`config.mk`:
```
export PLATFORM = sky130hd
export DESIGN_NAME = router_rr_scheduler
export DESIGN_NICKNAME = d
export VERILOG_FILES = /design/src/rtl/router_pkg.sv /design/src/rtl/rr_arbiter.sv /design/src/rtl/router_rr_scheduler.sv
export SDC_FILE = /design/constraint.sdc
export NUM_CORES = 1
export LEC_CHECK = 0
export ABC_CLOCK_PERIOD_IN_PS = 3250
export CAP_MARGIN = 20
export CORE_ASPECT_RATIO = 2
export CORE_UTILIZATION = 36
export DETAILED_ROUTE_END_ITERATION = 12
export PLACE_DENSITY = 0.9
export RECOVER_POWER = 50
export SYNTH_ARGS = -nofsm -noshare
export SYNTH_HDL_FRONTEND = slang
export SYNTH_SLANG_ARGS = --single-unit
```
`constraint.sdc`:
```
create_clock -name clk -period 3.25 [get_ports clk]
set_clock_uncertainty 0.1 [all_clocks]
set_input_delay 0.4875 -clock clk [delete_from_list [all_inputs] [get_ports clk]]
set_output_delay 0.4875 -clock clk [all_outputs]
set_load 0.005 [all_outputs]
```
`src/rtl/router_pkg.sv`:
```
// Shared constants and state type for the router input scheduler.
package router_pkg;
   localparam int DST_N  = 4;
   localparam int ADDR_W = 2;

   typedef enum logic {IDLE, BUSY} sched_state_t;
endpackage

```
`src/rtl/rr_arbiter.sv`:
```
// Combinational round-robin picker: first requester at or after ptr, searching upward mod N.
module rr_arbiter #(
   parameter int N = 4,
   localparam int IW = (N > 1) ? $clog2(N) : 1
) (
   input  logic [N-1:0]  req,
   input  logic [IW-1:0] ptr,
   output logic [N-1:0]  grant_oh,
   output logic [IW-1:0] grant_idx,
   output logic          grant_any
);
   logic [IW-1:0] pos;

   always_comb begin
      grant_idx = '0;
      grant_any = 1'b0;
      pos       = '0;
      for (int k = 0; k < N; k++) begin
         pos = IW'((int'(ptr) + k) % N);
         if (!grant_any && req[pos]) begin
            grant_any = 1'b1;
            grant_idx = pos;
         end
      end
   end

   genvar gi;
   generate
      for (gi = 0; gi < N; gi++) begin : g_oh
         assign grant_oh[gi] = grant_any & (grant_idx == IW'(gi));
      end
   endgenerate
endmodule

```
`src/rtl/router_rr_scheduler.sv`:
```
// Packet-granular round-robin scheduler feeding the 1-to-4 router through a registered beat stage.
module router_rr_scheduler
   import router_pkg::*;
#(
   parameter int DATA_WIDTH = 32,
   parameter int N_REQ      = 4,
   parameter int MAX_BURST  = 8
) (
   input  logic                          clk,
   input  logic                          rst_n,
   input  logic [N_REQ-1:0]              req_valid,
   input  logic [N_REQ-1:0]              req_last,
   input  logic [ADDR_W*N_REQ-1:0]       req_addr,
   input  logic [DATA_WIDTH*N_REQ-1:0]   req_data,
   output logic [N_REQ-1:0]              req_ready,
   input  logic [DST_N-1:0]              dst_ready,
   output logic [DATA_WIDTH-1:0]         rt_din,
   output logic                          rt_din_en,
   output logic [ADDR_W-1:0]             rt_addr,
   output logic [$clog2(N_REQ)-1:0]      grant_id,
   output logic                          busy,
   output logic                          burst_err
);
   localparam int GW = $clog2(N_REQ);
   localparam int CW = $clog2(MAX_BURST + 1);

   sched_state_t    state_reg, state_next;
   logic [GW-1:0]   grant_reg, grant_next;
   logic [GW-1:0]   rr_ptr_reg, rr_ptr_next;
   logic [ADDR_W-1:0] dst_reg, dst_next;
   logic [CW-1:0]   beat_cnt_reg, beat_cnt_next, beat_cnt_inc;
   logic            burst_err_reg, burst_err_next;
   logic [DATA_WIDTH-1:0] rt_din_reg;
   logic [ADDR_W-1:0] rt_addr_reg;
   logic            rt_din_en_reg;

   logic [N_REQ-1:0] arb_oh;
   logic [GW-1:0]    arb_idx;
   logic             arb_any;
   logic             accept;
   logic [ADDR_W-1:0] dst_sel;

   rr_arbiter #(.N(N_REQ)) u_arb (
      .req       (req_valid),
      .ptr       (rr_ptr_reg),
      .grant_oh  (arb_oh),
      .grant_idx (arb_idx),
      .grant_any (arb_any)
   );

   assign beat_cnt_inc = beat_cnt_reg + CW'(1);

   always_comb begin
      state_next     = state_reg;
      grant_next     = grant_reg;
      rr_ptr_next    = rr_ptr_reg;
      dst_next       = dst_reg;
      beat_cnt_next  = beat_cnt_reg;
      burst_err_next = burst_err_reg;
      req_ready      = '0;
      accept         = 1'b0;
      dst_sel        = '0;
      for (int i = 0; i < N_REQ; i++) begin
         if (arb_oh[i]) dst_sel = req_addr[ADDR_W*i +: ADDR_W];
      end
      case (state_reg)
         IDLE: begin
            if (arb_any) begin
               state_next = BUSY;
               grant_next = arb_idx;
               dst_next   = dst_sel;
            end
         end
         BUSY: begin
            req_ready[grant_reg] = req_valid[grant_reg] & dst_ready[dst_reg];
            accept               = req_ready[grant_reg];
            if (accept) begin
               beat_cnt_next = beat_cnt_inc;
               // A packet that hits the burst cap is closed as if its beat were last.
               if (req_last[grant_reg] || beat_cnt_inc == CW'(MAX_BURST)) begin
                  state_next    = IDLE;
                  beat_cnt_next = '0;
                  rr_ptr_next   = (grant_reg == GW'(N_REQ - 1)) ? '0 : grant_reg + GW'(1);
                  if (!req_last[grant_reg]) burst_err_next = 1'b1;
               end
            end
         end
         default: state_next = IDLE;
      endcase
   end

   always_ff @(posedge clk) begin
      if (!rst_n) begin
         state_reg     <= IDLE;
         grant_reg     <= '0;
         rr_ptr_reg    <= '0;
         dst_reg       <= '0;
         beat_cnt_reg  <= '0;
         burst_err_reg <= 1'b0;
         rt_din_reg    <= '0;
         rt_addr_reg   <= '0;
         rt_din_en_reg <= 1'b0;
      end else begin
         state_reg     <= state_next;
         grant_reg     <= grant_next;
         rr_ptr_reg    <= rr_ptr_next;
         dst_reg       <= dst_next;
         beat_cnt_reg  <= beat_cnt_next;
         burst_err_reg <= burst_err_next;
         rt_din_en_reg <= accept;
         if (accept) begin
            rt_din_reg  <= req_data[grant_reg*DATA_WIDTH +: DATA_WIDTH];
            rt_addr_reg <= dst_reg;
         end
      end
   end

   assign rt_din    = rt_din_reg;
   assign rt_addr   = rt_addr_reg;
   assign rt_din_en = rt_din_en_reg;
   assign grant_id  = grant_reg;
   assign busy      = (state_reg == BUSY);
   assign burst_err = burst_err_reg;
endmodule
```
==> metrics.md <==
| Metric | Value |
|---|---|
| Status | finished, final reports clean |
| Proportion of layout cells with a drive suffix above 1 | 12.6% |
| CTS HTree Levels | 2 |
| Via count | between 2k and 3k |
| Die X | 64.5 um |
| Met1 track demand over resource | 21.4% |
| Worst Setup SP | req_valid[1] |
| GR Layer Usage met3 | under 10% |
| DRC viols | 0 |
| Mapped Cells | around 250 |
| Cell area power density | ~340 nW/um^2 |
| Hold WS | roughly 0.38 ns |
| Commonest cells after routing, fill and taps aside | clkdlybuf4s50_1, dfxtp_1, nor2_1 |
| Pleak | roughly 2.1 nW |
| Area Overhead vs Synth | 77.7% |
| FF-to-FF path depth | 7 |
| Reg-to-reg slack, setup | 0.69 ns |
| Largest net degree at the start of global routing | 34 |
| Critical path class | input pin to primary output |
| Worst skew pair latency | about 0.28 ns |
| FP Rows | between 40 and 50 |
| Worst-Margin Slew | ~0.70 ns |
| FF-to-FF Start | grant_id[0] |
| Post-synth net total | ~400 |
| Worst setup SP type | input pin |
| Max Transition Viols Final | 0 |
| RSZ-0062 raised after global routing | no |
| Syn Area/Cell | approximately 11 sq um |
| Fin nets | between 500 and 600 |
| Total congestion overflow | 0 |
| Peak Freq | 0.328 GHz |
| Final hold vios | 0 |
| WL/cell | 17.5 um |
| Die Span Y | roughly 130 um |
| RD Place Congestion | between 0.7 and 0.8 |
| I/O Buffers | approximately 190 |
| Total wire length | between 9000 and 10000 um |
| Final min period | ~3.1 ns |
| Worst-path fanout max | 6 |
| Clock Tree Buf Depth | 2 |
| CP endpoint | req_ready[2] |
| DRT antenna net count | 0 |
| Initial core utilization | 37.0% |
| Sink Count | between 40 and 50 |
| Crit share post-route | ~94% |
| Final Setup Violations | 0 |
| Post-CTS setup buffers | 0 |
| Synthesized cell area | ~2800 sq um |
| Initial antenna violation count | 0 |
| I/O Pins | about 190 |
| Initial DRC count | around 150 |
| Pre-antenna DRT Iters | 4 |
| Worst path required time | approximately 2.7 ns |
| #FFs+latches synth | 47 |
| Sequential area share after synthesis | approximately a third |
| Fillers | around 600 |
| Die ar. | 8200 sq um |
| N_diodes | 0 |
| Worst hold path class | flip-flop to flip-flop |
| Setup crit end kind | primary output |
| VDD IR max | around 0.33 mV |
| Core area | 7600 sq um |
| Met2 Use GR | 44.9% |
| Netlist cell types | 34 |
| Commonest non-fill, non-tap cell in the layout | clkdlybuf4s50_1 |
| Max-Cap Viols | 0 |
| Worst flop-to-flop path endpoint | rt_din[13] |
| Clock slew seen by the registers of the worst setup and hold paths | ~0.06 ns |
| Worst hold stages | 2 |
| Setup TNS | 0 ns |
| GRT Util Overall | 23.1% |
| Drt via density | about 5.3 |
| CTS tree | done |
| CTS Hold Bufs | 0 |
| Hpwl dp | 7710 um |
| Root Driver | clkbuf_16 |
| Number of global-route vias before repair | roughly 3.0k |
| Wire length of the first global-routing pass | about 14000 um |
| Largest register FFs | 32 |
| Post_cts resized | 0 |
| Crit path DAT | approximately 2.5 ns |
| Slew HR | 52.8% |
| Grt peak-use layer | met2 |
| Yosys warns | 0 |
| Num CTS Buffers | 5 |
## cells by family (layout without fill, tap and decap cells)
| group | count (synthesis) | count (layout) | share of synthesized area, % |
|---|---|---|---|
| multiplexers | 76 | 76 | 43.1 |
| AND/OR/NAND/NOR | 70 | 70 | 11.7 |
| XOR/XNOR | 1 | 1 | 0.311 |
| flip-flops | 47 | 47 | 33.4 |
| buffers and inverters | 25 | 214 | 4.18 |
| AO/OA/AOI/OAI | 23 | 23 | 5.11 |
| adder cells (fa/ha/maj) | 5 | 5 | 2.22 |
## Yosys cell counts (all sizes together)
cell / n / area (sq um)
o31ai: 1 / 7.51
inv: 6 / 22.5
o221ai: 2 / 17.5
nor4: 1 / 6.26
a211o: 1 / 8.76
nor3: 1 / 5.00
clkinv: 1 / 3.75
and2: 5 / 31.3
a21oi: 8 / 40.0
ha: 5 / 62.6
nand4: 1 / 21.3
o22ai: 1 / 6.26
clkbuf: 8 / 30.0
a31oi: 1 / 6.26
nand2: 5 / 18.8
or4: 1 / 7.51
and3: 1 / 6.26
buf: 10 / 61.3
nand3: 5 / 25.0
nor3b: 2 / 15.0
a221oi: 1 / 8.76
mux4: 36 / 811
o21ai: 5 / 25.0
xnor2: 1 / 8.76
mux2i: 39 / 390
nor2: 44 / 165
o211ai: 2 / 15.0
nand2b: 2 / 12.5
dfxtp: 47 / 941
a31o: 1 / 8.76
mux2: 1 / 11.3
nand3b: 2 / 15.0
## critical path, stage by stage
cell,delay (ns)
dlygate4sd3_1,0.61
mux4_2,0.53
and3_1,0.23
and2_1,0.17
clkdlybuf4s50_1,0.43
## worst min-delay path by stage
stage | start | to
after global routing | burst_err | burst_err
after detailed placement | burst_err | burst_err
final | burst_err | burst_err
after CTS | burst_err | burst_err
after floorplan | burst_err | burst_err
after global placement | burst_err | burst_err
## power by group
group          switching (mW)  leakage (nW)  internal, mW  total, mW
sequential             0.0220         0.382         0.605      0.627
combinational           0.156          1.66         0.318      0.473
clock                   0.202        0.0868         0.382      0.584
total                   0.380          2.13          1.30       1.68
## cell type report
| type | count | area (sq um) | share of cell area (%) |
|---|---|---|---|
| Timing Repair Buffer | 199 | 1990 | 39.7 |
| Clock buffer | 6 | 139 | 2.78 |
| Inverter | 7 | 26.3 | 0.525 |
| Sequential cell | 47 | 942 | 18.8 |
| Multi-Input combinational cell | 175 | 1760 | 35.1 |
| Tap cell | 94 | 118 | 2.35 |
| Clock inverter | 2 | 35.0 | 0.700 |
## stage by stage
step | setup WS [ns] | total power, mW | cells | utilization (%) | area [sq um]
2_1_floorplan | 0.777 | 0.846 | 247 | - | 2820
3_3_place_gp | 0.345 | 1.11 | 522 | 63.6 | 4830
3_5_place_dp | 0.287 | 1.13 | 522 | 63.6 | 4830
4_1_cts | 0.272 | 1.72 | 530 | 65.8 | 5000
5_1_grt | 0.154 | 1.76 | 530 | 65.8 | 5000
6_report | 0.197 | 1.68 | 530 | 65.8 | 5000
## layer usage
metal | wire [um] | vias up
met5 | 0 | -
met4 | 387 | 0
met3 | 560 | 29
met2 | 5370 | 139
met1 | 2980 | 1344
li1 | - | 1306
Note: power is estimated with default switching activity, not from simulation.
